### src/rtl/nvram_upload_reader_pkg.sv
// Shared definitions for the NVRAM / hiscore upload reader.
// FSM state codes are plain localparams so older code that compares raw
// 3-bit values keeps working.
package nvram_pkg;

  localparam logic [2:0] ST_IDLE  = 3'd0;
  localparam logic [2:0] ST_PAUSE = 3'd1;
  localparam logic [2:0] ST_FETCH = 3'd2;
  localparam logic [2:0] ST_WAIT  = 3'd3;
  localparam logic [2:0] ST_READY = 3'd4;
  localparam logic [2:0] ST_DONE  = 3'd5;

  // Byte returned to the HPS for any address outside the valid window.
  localparam logic [7:0] FILL_BYTE = 8'hFF;

  // ioctl_index the OSD uses for "save NVRAM/hiscore".
  localparam logic [7:0] DEFAULT_UPLOAD_INDEX = 8'd4;

  // Running 8-bit additive checksum; wraps modulo 256.
  function automatic logic [7:0] csum_add(input logic [7:0] sum, input logic [7:0] data);
    return sum + data;
  endfunction

endpackage

### src/rtl/nvram_upload_reader_edge_detect_rise.sv
// Registered rising-edge detector: remembers the previous level of sig and
// flags the first cycle on which sig is seen high.
module edge_detect_rise (
  input  logic clk_sys,
  input  logic reset_n,
  input  logic sig,
  output logic rise
);

  logic prev_r;

  // Capture last cycle's level of the input
  always_ff @(posedge clk_sys) begin
    if (!reset_n) begin
      prev_r <= 1'b0;
    end else begin
      prev_r <= sig;
    end
  end

  assign rise = sig & ~prev_r;

endmodule

### src/rtl/nvram_upload_reader.sv
// Read side of the HPS ioctl path: on an upload with our index, halt the core
// CPU, then serve bytes from the work RAM second port one per HPS read strobe,
// prefetching the byte after the one just consumed. Keeps a byte count and an
// additive checksum for the OSD.
module nvram_upload_reader
  import nvram_pkg::*;
#(
  parameter logic [7:0]  UPLOAD_INDEX  = DEFAULT_UPLOAD_INDEX,
  parameter int          AW            = 10,
  parameter int          SIZE          = 1024,
  parameter int          RAM_LAT       = 1,
  parameter logic [15:0] PAUSE_TIMEOUT = 16'd4096
) (
  input  logic          clk_sys,
  input  logic          reset_n,
  input  logic          ioctl_upload,
  input  logic [7:0]    ioctl_index,
  input  logic          ioctl_rd,
  input  logic [24:0]   ioctl_addr,
  output logic [7:0]    ioctl_din,
  output logic          pause_req,
  input  logic          pause_ack,
  output logic [AW-1:0] ram_addr,
  output logic          ram_rd,
  input  logic [7:0]    ram_q,
  output logic          busy,
  output logic          done,
  output logic [AW:0]   byte_count,
  output logic [7:0]    checksum
);

  localparam logic [25:0] SIZE_W     = 26'(SIZE);
  localparam logic [1:0]  LAT_LAST   = 2'(RAM_LAT - 1);
  localparam logic [15:0] TIMER_LAST = PAUSE_TIMEOUT - 16'd1;
  localparam logic [AW:0] COUNT_MAX  = {(AW+1){1'b1}};
  localparam logic [AW:0] COUNT_ONE  = {{AW{1'b0}}, 1'b1};

  // Registered state and outputs
  logic [2:0]    state_r;
  logic [15:0]   timer_r;
  logic [1:0]    lat_cnt_r;
  logic [AW-1:0] tgt_addr_r;
  logic          tgt_ok_r;
  logic [7:0]    din_r;
  logic [AW-1:0] ram_addr_r;
  logic          ram_rd_r;
  logic          busy_r;
  logic          done_r;
  logic          pause_req_r;
  logic [AW:0]   byte_count_r;
  logic [7:0]    checksum_r;

  // Next-state values
  logic [2:0]    state_nxt_s;
  logic [15:0]   timer_nxt_s;
  logic [1:0]    lat_nxt_s;
  logic [AW-1:0] tgt_addr_nxt_s;
  logic          tgt_ok_nxt_s;
  logic [7:0]    din_nxt_s;
  logic [AW:0]   count_nxt_s;
  logic [7:0]    csum_nxt_s;
  logic          fetch_nxt_s;

  logic          active_s;
  logic          start_s;
  logic          rd_rise_s;
  logic [25:0]   next_tgt_s;

  assign active_s   = ioctl_upload & (ioctl_index == UPLOAD_INDEX);
  // One past the address just read; computed wide so high address bits
  // compare as out of range instead of aliasing into the RAM.
  assign next_tgt_s = {1'b0, ioctl_addr} + 26'd1;

  edge_detect_rise u_active_edge (
    .clk_sys (clk_sys),
    .reset_n (reset_n),
    .sig     (active_s),
    .rise    (start_s)
  );

  edge_detect_rise u_rd_edge (
    .clk_sys (clk_sys),
    .reset_n (reset_n),
    .sig     (ioctl_rd),
    .rise    (rd_rise_s)
  );

  // Next-state logic: upload sequencing, prefetch control, count/checksum
  always_comb begin
    state_nxt_s    = state_r;
    timer_nxt_s    = timer_r;
    lat_nxt_s      = lat_cnt_r;
    tgt_addr_nxt_s = tgt_addr_r;
    tgt_ok_nxt_s   = tgt_ok_r;
    din_nxt_s      = din_r;
    count_nxt_s    = byte_count_r;
    csum_nxt_s     = checksum_r;

    // Any strobe during an upload consumes whatever is on ioctl_din, even if
    // it arrives early (protocol violation tolerated, not trapped).
    if (rd_rise_s && (state_r != ST_IDLE)) begin
      csum_nxt_s = csum_add(checksum_r, din_r);
      if (byte_count_r != COUNT_MAX) begin
        count_nxt_s = byte_count_r + COUNT_ONE;
      end else begin
        count_nxt_s = byte_count_r;
      end
    end else begin
      csum_nxt_s = checksum_r;
    end

    case (state_r)
      ST_IDLE: begin
        if (start_s) begin
          state_nxt_s    = ST_PAUSE;
          count_nxt_s    = '0;
          csum_nxt_s     = 8'd0;
          tgt_addr_nxt_s = '0;
          tgt_ok_nxt_s   = (SIZE_W != 26'd0);
          timer_nxt_s    = 16'd0;
        end else begin
          state_nxt_s = ST_IDLE;
        end
      end
      ST_PAUSE: begin
        if (!active_s) begin
          state_nxt_s = ST_DONE;
        end else if (pause_ack || (timer_r == TIMER_LAST)) begin
          state_nxt_s = ST_FETCH;
        end else begin
          timer_nxt_s = timer_r + 16'd1;
        end
      end
      ST_FETCH: begin
        if (!active_s) begin
          state_nxt_s = ST_DONE;
        end else if (tgt_ok_r) begin
          lat_nxt_s   = 2'd0;
          state_nxt_s = ST_WAIT;
        end else begin
          din_nxt_s   = FILL_BYTE;
          state_nxt_s = ST_READY;
        end
      end
      ST_WAIT: begin
        if (!active_s) begin
          state_nxt_s = ST_DONE;
        end else if (lat_cnt_r == LAT_LAST) begin
          din_nxt_s   = ram_q;
          state_nxt_s = ST_READY;
        end else begin
          lat_nxt_s = lat_cnt_r + 2'd1;
        end
      end
      ST_READY: begin
        if (!active_s) begin
          state_nxt_s = ST_DONE;
        end else if (rd_rise_s) begin
          tgt_addr_nxt_s = next_tgt_s[AW-1:0];
          tgt_ok_nxt_s   = (next_tgt_s < SIZE_W);
          state_nxt_s    = ST_FETCH;
        end else begin
          state_nxt_s = ST_READY;
        end
      end
      ST_DONE: begin
        state_nxt_s = ST_IDLE;
      end
      default: begin
        state_nxt_s = ST_IDLE;
      end
    endcase

    // RAM read is issued on entry to FETCH so ram_rd/ram_addr are valid
    // during the FETCH cycle itself.
    fetch_nxt_s = (state_nxt_s == ST_FETCH) & tgt_ok_nxt_s;
  end

  // State and output registers
  always_ff @(posedge clk_sys) begin
    if (!reset_n) begin
      state_r      <= ST_IDLE;
      timer_r      <= 16'd0;
      lat_cnt_r    <= 2'd0;
      tgt_addr_r   <= '0;
      tgt_ok_r     <= 1'b0;
      din_r        <= FILL_BYTE;
      ram_addr_r   <= '0;
      ram_rd_r     <= 1'b0;
      busy_r       <= 1'b0;
      done_r       <= 1'b0;
      pause_req_r  <= 1'b0;
      byte_count_r <= '0;
      checksum_r   <= 8'd0;
    end else begin
      state_r      <= state_nxt_s;
      timer_r      <= timer_nxt_s;
      lat_cnt_r    <= lat_nxt_s;
      tgt_addr_r   <= tgt_addr_nxt_s;
      tgt_ok_r     <= tgt_ok_nxt_s;
      din_r        <= din_nxt_s;
      ram_addr_r   <= fetch_nxt_s ? tgt_addr_nxt_s : ram_addr_r;
      ram_rd_r     <= fetch_nxt_s;
      busy_r       <= (state_nxt_s != ST_IDLE);
      done_r       <= (state_nxt_s == ST_DONE);
      pause_req_r  <= (state_nxt_s != ST_IDLE) && (state_nxt_s != ST_DONE);
      byte_count_r <= count_nxt_s;
      checksum_r   <= csum_nxt_s;
    end
  end

  assign ioctl_din  = din_r;
  assign pause_req  = pause_req_r;
  assign ram_addr   = ram_addr_r;
  assign ram_rd     = ram_rd_r;
  assign busy       = busy_r;
  assign done       = done_r;
  assign byte_count = byte_count_r;
  assign checksum   = checksum_r;

endmodule
### config.mk
export PLATFORM = sky130hd
export DESIGN_NAME = nvram_upload_reader
export DESIGN_NICKNAME = d
export VERILOG_FILES = /design/src/rtl/nvram_upload_reader_pkg.sv /design/src/rtl/nvram_upload_reader_edge_detect_rise.sv /design/src/rtl/nvram_upload_reader.sv
export SDC_FILE = /design/constraint.sdc
export NUM_CORES = 1
export LEC_CHECK = 0
export CAP_MARGIN = 20
export CORE_UTILIZATION = 51
export DETAILED_ROUTE_END_ITERATION = 7
export GPL_ROUTABILITY_DRIVEN = 0
export PLACE_DENSITY = 0.93
export RECOVER_POWER = 25
export SYNTH_ARGS = -nofsm -noshare
export SYNTH_HDL_FRONTEND = slang
export SYNTH_SLANG_ARGS = --single-unit
### constraint.sdc
create_clock -name clk_sys -period 2.4 [get_ports clk_sys]
set_input_delay 0.24 -clock clk_sys [delete_from_list [all_inputs] [get_ports clk_sys]]
set_output_delay 0.24 -clock clk_sys [all_outputs]
set_load 0.005 [all_outputs]
==> summary.md <==
| Metric | Value |
|---|---|
| CP required | `2.64 ns` |
| Syn Nets | `about 500` |
| Worst-path clk slew | `around 0.080 ns` |
| Global-route wire length before repair | `between 15 and 20 mm` |
| Hold_buf cts | `0` |
| Fillers | `roughly 400` |
| CTS tree | `yes` |
| Final Setup Violations | `12` |
| Worst setup slack after layout | `-0.212 ns` |
| Synth unique cells | `67` |
| Clk root buf | `clkbuf_8` |
| Peak supply drop | `between 0.5 and 0.6 mV` |
| RSZ-0062 raised after global routing | `true` |
| DPL Wire Length | `around 8.4 mm` |
| Crit path time final | `between 2 and 3 ns` |
| PortBufs | `86` |
| Worst Skew | `slightly above 0.008 ns` |
| CP Data Arrival Time | `between 2 and 3 ns` |
| Layout area overhead | `47.2%` |
| Die Span Y | `89.5 µm` |
| Initial antenna violation count | `0` |
| CP Launch Type | `input port` |
| Largest net degree at the start of global routing | `34` |
| PwrDens | `between 600 and 700 nW/µm²` |
| Rows | `31` |
| Tot GR Track Use | `about 30%` |
| TritonRoute pass-1 iters | `7` |
| Number of flops mapped to enable cells by yosys | `0` |
| Worst-skew pair later-pin latency | `between 0.3 and 0.4 ns` |
| Synth Instances | `452` |
| Pins Over Slew Limit | `0` |
| Worst hold-check path type | `input port to flop` |
| CP Class | `input port to flop` |
| N_diodes | `0` |
| Outcome | `finished with violations` |
| RR Startpoint | `state_r[0]$_SDFF_PN0_` |
| Layout cells sized above 1 | `19.5%` |
| Commonest non-fill, non-tap cell in the layout | `dfxtp_1` |
| Total CTS buffers | `9` |
| Routed Antenna Nets | `0` |
| Part of the cycle the worst path needs | `109%` |
| Max_cap viols | `0` |
| CORE AREA | `about 7300 µm²` |
| Leak Pwr | `2.25 nW` |
| Most frequent cells in the layout | `75 x dfxtp_1, 60 x buf_4, 52 x nor2_1, 49 x clkdlybuf4s50_1, 35 x nand2_1` |
| Area of the multi-input gates | `2460 µm²` |
| Setup TNS | `-2.24 ns` |
| Violated checks | `setup timing` |
| Vias/cell | `around 6` |
| Grt ovf | `0` |
| H-tree Lvls | `3` |
| Pwr Total | `between 3 and 4 mW` |
| Number of global-route vias before repair | `about 4100` |
| Die X-Extent | `about 90 µm` |
| Iteration-0 DRC Markers | `approximately 290` |
| DRT Wirelength | `12.9 mm` |
| Initial Utilization | `between 50% and 60%` |
| Total Die Area | `8010 µm²` |
| Fmax | `around 380 MHz` |
| Top-level I/O count | `between 80 and 90` |
| Slew @ Worst Pin | `0.701 ns` |
| Min-Delay Startpoint | `ioctl_addr[0]` |
| Crit-path max FO | `5` |
| Slew headroom | `a little over half` |
| CTS max path bufs | `2` |
| Fin. Hold Viols | `0` |
| Avg WL per Cell | `~18 µm` |
| # DRC | `0` |
| Synth Area per Inst | `~8.6 µm²` |
| Async SR Flop Fraction | `0%` |
| Reg area | `~1500 µm²` |
| Num Clock Sinks | `75` |
| Ys flop type | `dfxtp_1` |
| Nets | `around 650` |
| Mapped Area | `approximately 3900 µm²` |
| Total number of vias | `about 4300` |
| Register bit total from synthesis | `75` |
| Post-synthesis sequential area ratio | `38.4%` |
| Crit end category | `flop` |
| Syn. warnings | `0` |
| Worst Setup SP | `ioctl_addr[13]` |
==> cells in the mapped netlist, types with 3 or more instances <==
master / instances / area [µm²]
a32o_1: 11 / 110
o21ai_0: 18 / 90.1
dfxtp_1: 75 / 1500
nand4_1: 11 / 68.8
or3_1: 9 / 56.3
inv_1: 14 / 52.6
clkbuf_1: 14 / 52.6
a311oi_1: 3 / 26.3
and2_1: 4 / 25.0
xor2_1: 11 / 96.3
nand3b_1: 8 / 60.1
nand2_1: 36 / 135
o211ai_1: 3 / 22.5
o21bai_1: 4 / 30.0
nand3_1: 15 / 75.1
a21oi_1: 25 / 125
nand2b_1: 5 / 31.3
xnor2_1: 20 / 175
and4_1: 4 / 35.0
a22oi_1: 11 / 82.6
nor3_1: 12 / 60.1
a21o_1: 3 / 22.5
nor4_1: 5 / 31.3
nor2b_1: 5 / 31.3
mux2i_1: 3 / 30.0
ha_1: 11 / 138
and3_1: 8 / 50.1
nor2_1: 54 / 203
==> layout make-up <==
type	count	area share, %
Multi-Input combinational cell	346	42.8
Sequential cell	75	26.1
Timing Repair Buffer	148	23.6
Clock buffer	10	2.39
Tap cell	99	2.15
Clock inverter	6	1.96
Inverter	15	0.979
==> what timing repair did <==
action,in CTS,in global routing
resized for setup,16,31
endpoints found under the hold margin,0,0
cloned,2,0
setup buffers,2,5
pin swaps,7,13
endpoints found under the setup margin,13,24
==> state kept, by name, summed over array words and instances, names as in the netlist, 2 cells and up <==
register and cells:
timer_r 16, checksum 8, ram_addr 10, ioctl_din 8, lat_cnt_r 2, tgt_addr_r 10
byte_count 11, state_r 3
==> metrics by stage <==
stage	hold WS, ns	cells	worst slack, ns	instance area [µm²]	utilization (%)
floorplan	0.362	452	0.240	3910	-
global placement	0.457	674	-0.397	5240	71.4
detailed placement	0.462	674	-0.580	5240	71.4
CTS	0.479	694	-0.000718	5590	76.2
global route	0.479	699	-0.298	5750	78.4
finish	0.451	699	-0.212	5750	78.4
==> cells by family (layout without fill, tap and decap cells) <==
group / count (synthesis) / after routing / synth area share [%]
AND/OR/NAND/NOR: 194 / 195 / 27.0
AO/OA/AOI/OAI: 103 / 104 / 19.0
flip-flops: 75 / 75 / 38.4
buffers and inverters: 33 / 179 / 3.52
XOR/XNOR: 31 / 31 / 6.95
adder cells (fa/ha/maj): 12 / 12 / 4.04
multiplexers: 4 / 4 / 1.06
==> final timing paths <==
| path | endpoint | slack (ns) | cells after the start |
|---|---|---|---|
| worst min register to register | ram_addr[4]$_SDFFE_PN0P_ | 0.48 | 1 |
| worst max register to register | ram_addr[6]$_SDFFE_PN0P_ | -0.06 | 8 |
| worst max-delay path | ram_addr[6]$_SDFFE_PN0P_ | -0.21 | 11 |
| worst min-delay path | tgt_addr_r[0]$_SDFF_PN0_ | 0.45 | 4 |
==> power by group <==
group	total [mW]	leakage [nW]	switching (mW)	internal, mW
clock	1.20	0.126	0.475	0.721
combinational	1.16	1.52	0.600	0.562
sequential	1.38	0.606	0.0668	1.32
==> worst max-delay path, stage by stage <==
cell	delay (ns)
clkdlybuf4s50_1	0.50
buf_4	0.13
nand3_1	0.21
nor4_2	0.34
buf_4	0.19
xnor2_1	0.13
o311ai_2	0.19
a2111oi_4	0.37
buf_4	0.23
a211oi_4	0.07
a32o_2	0.24
==> layer usage <==
| metal | track usage (%) | part of all wire, % | routed length (µm) |
|---|---|---|---|
| met5 | 0 | 0 | 0 |
| met4 | 14.6 | 4.9 | 639 |
| met3 | 6.65 | 5.6 | 722 |
| met1 | 33.6 | 39 | 5060 |
| met2 | 54.8 | 50 | 6500 |
Power figures use the tool's default switching activity.
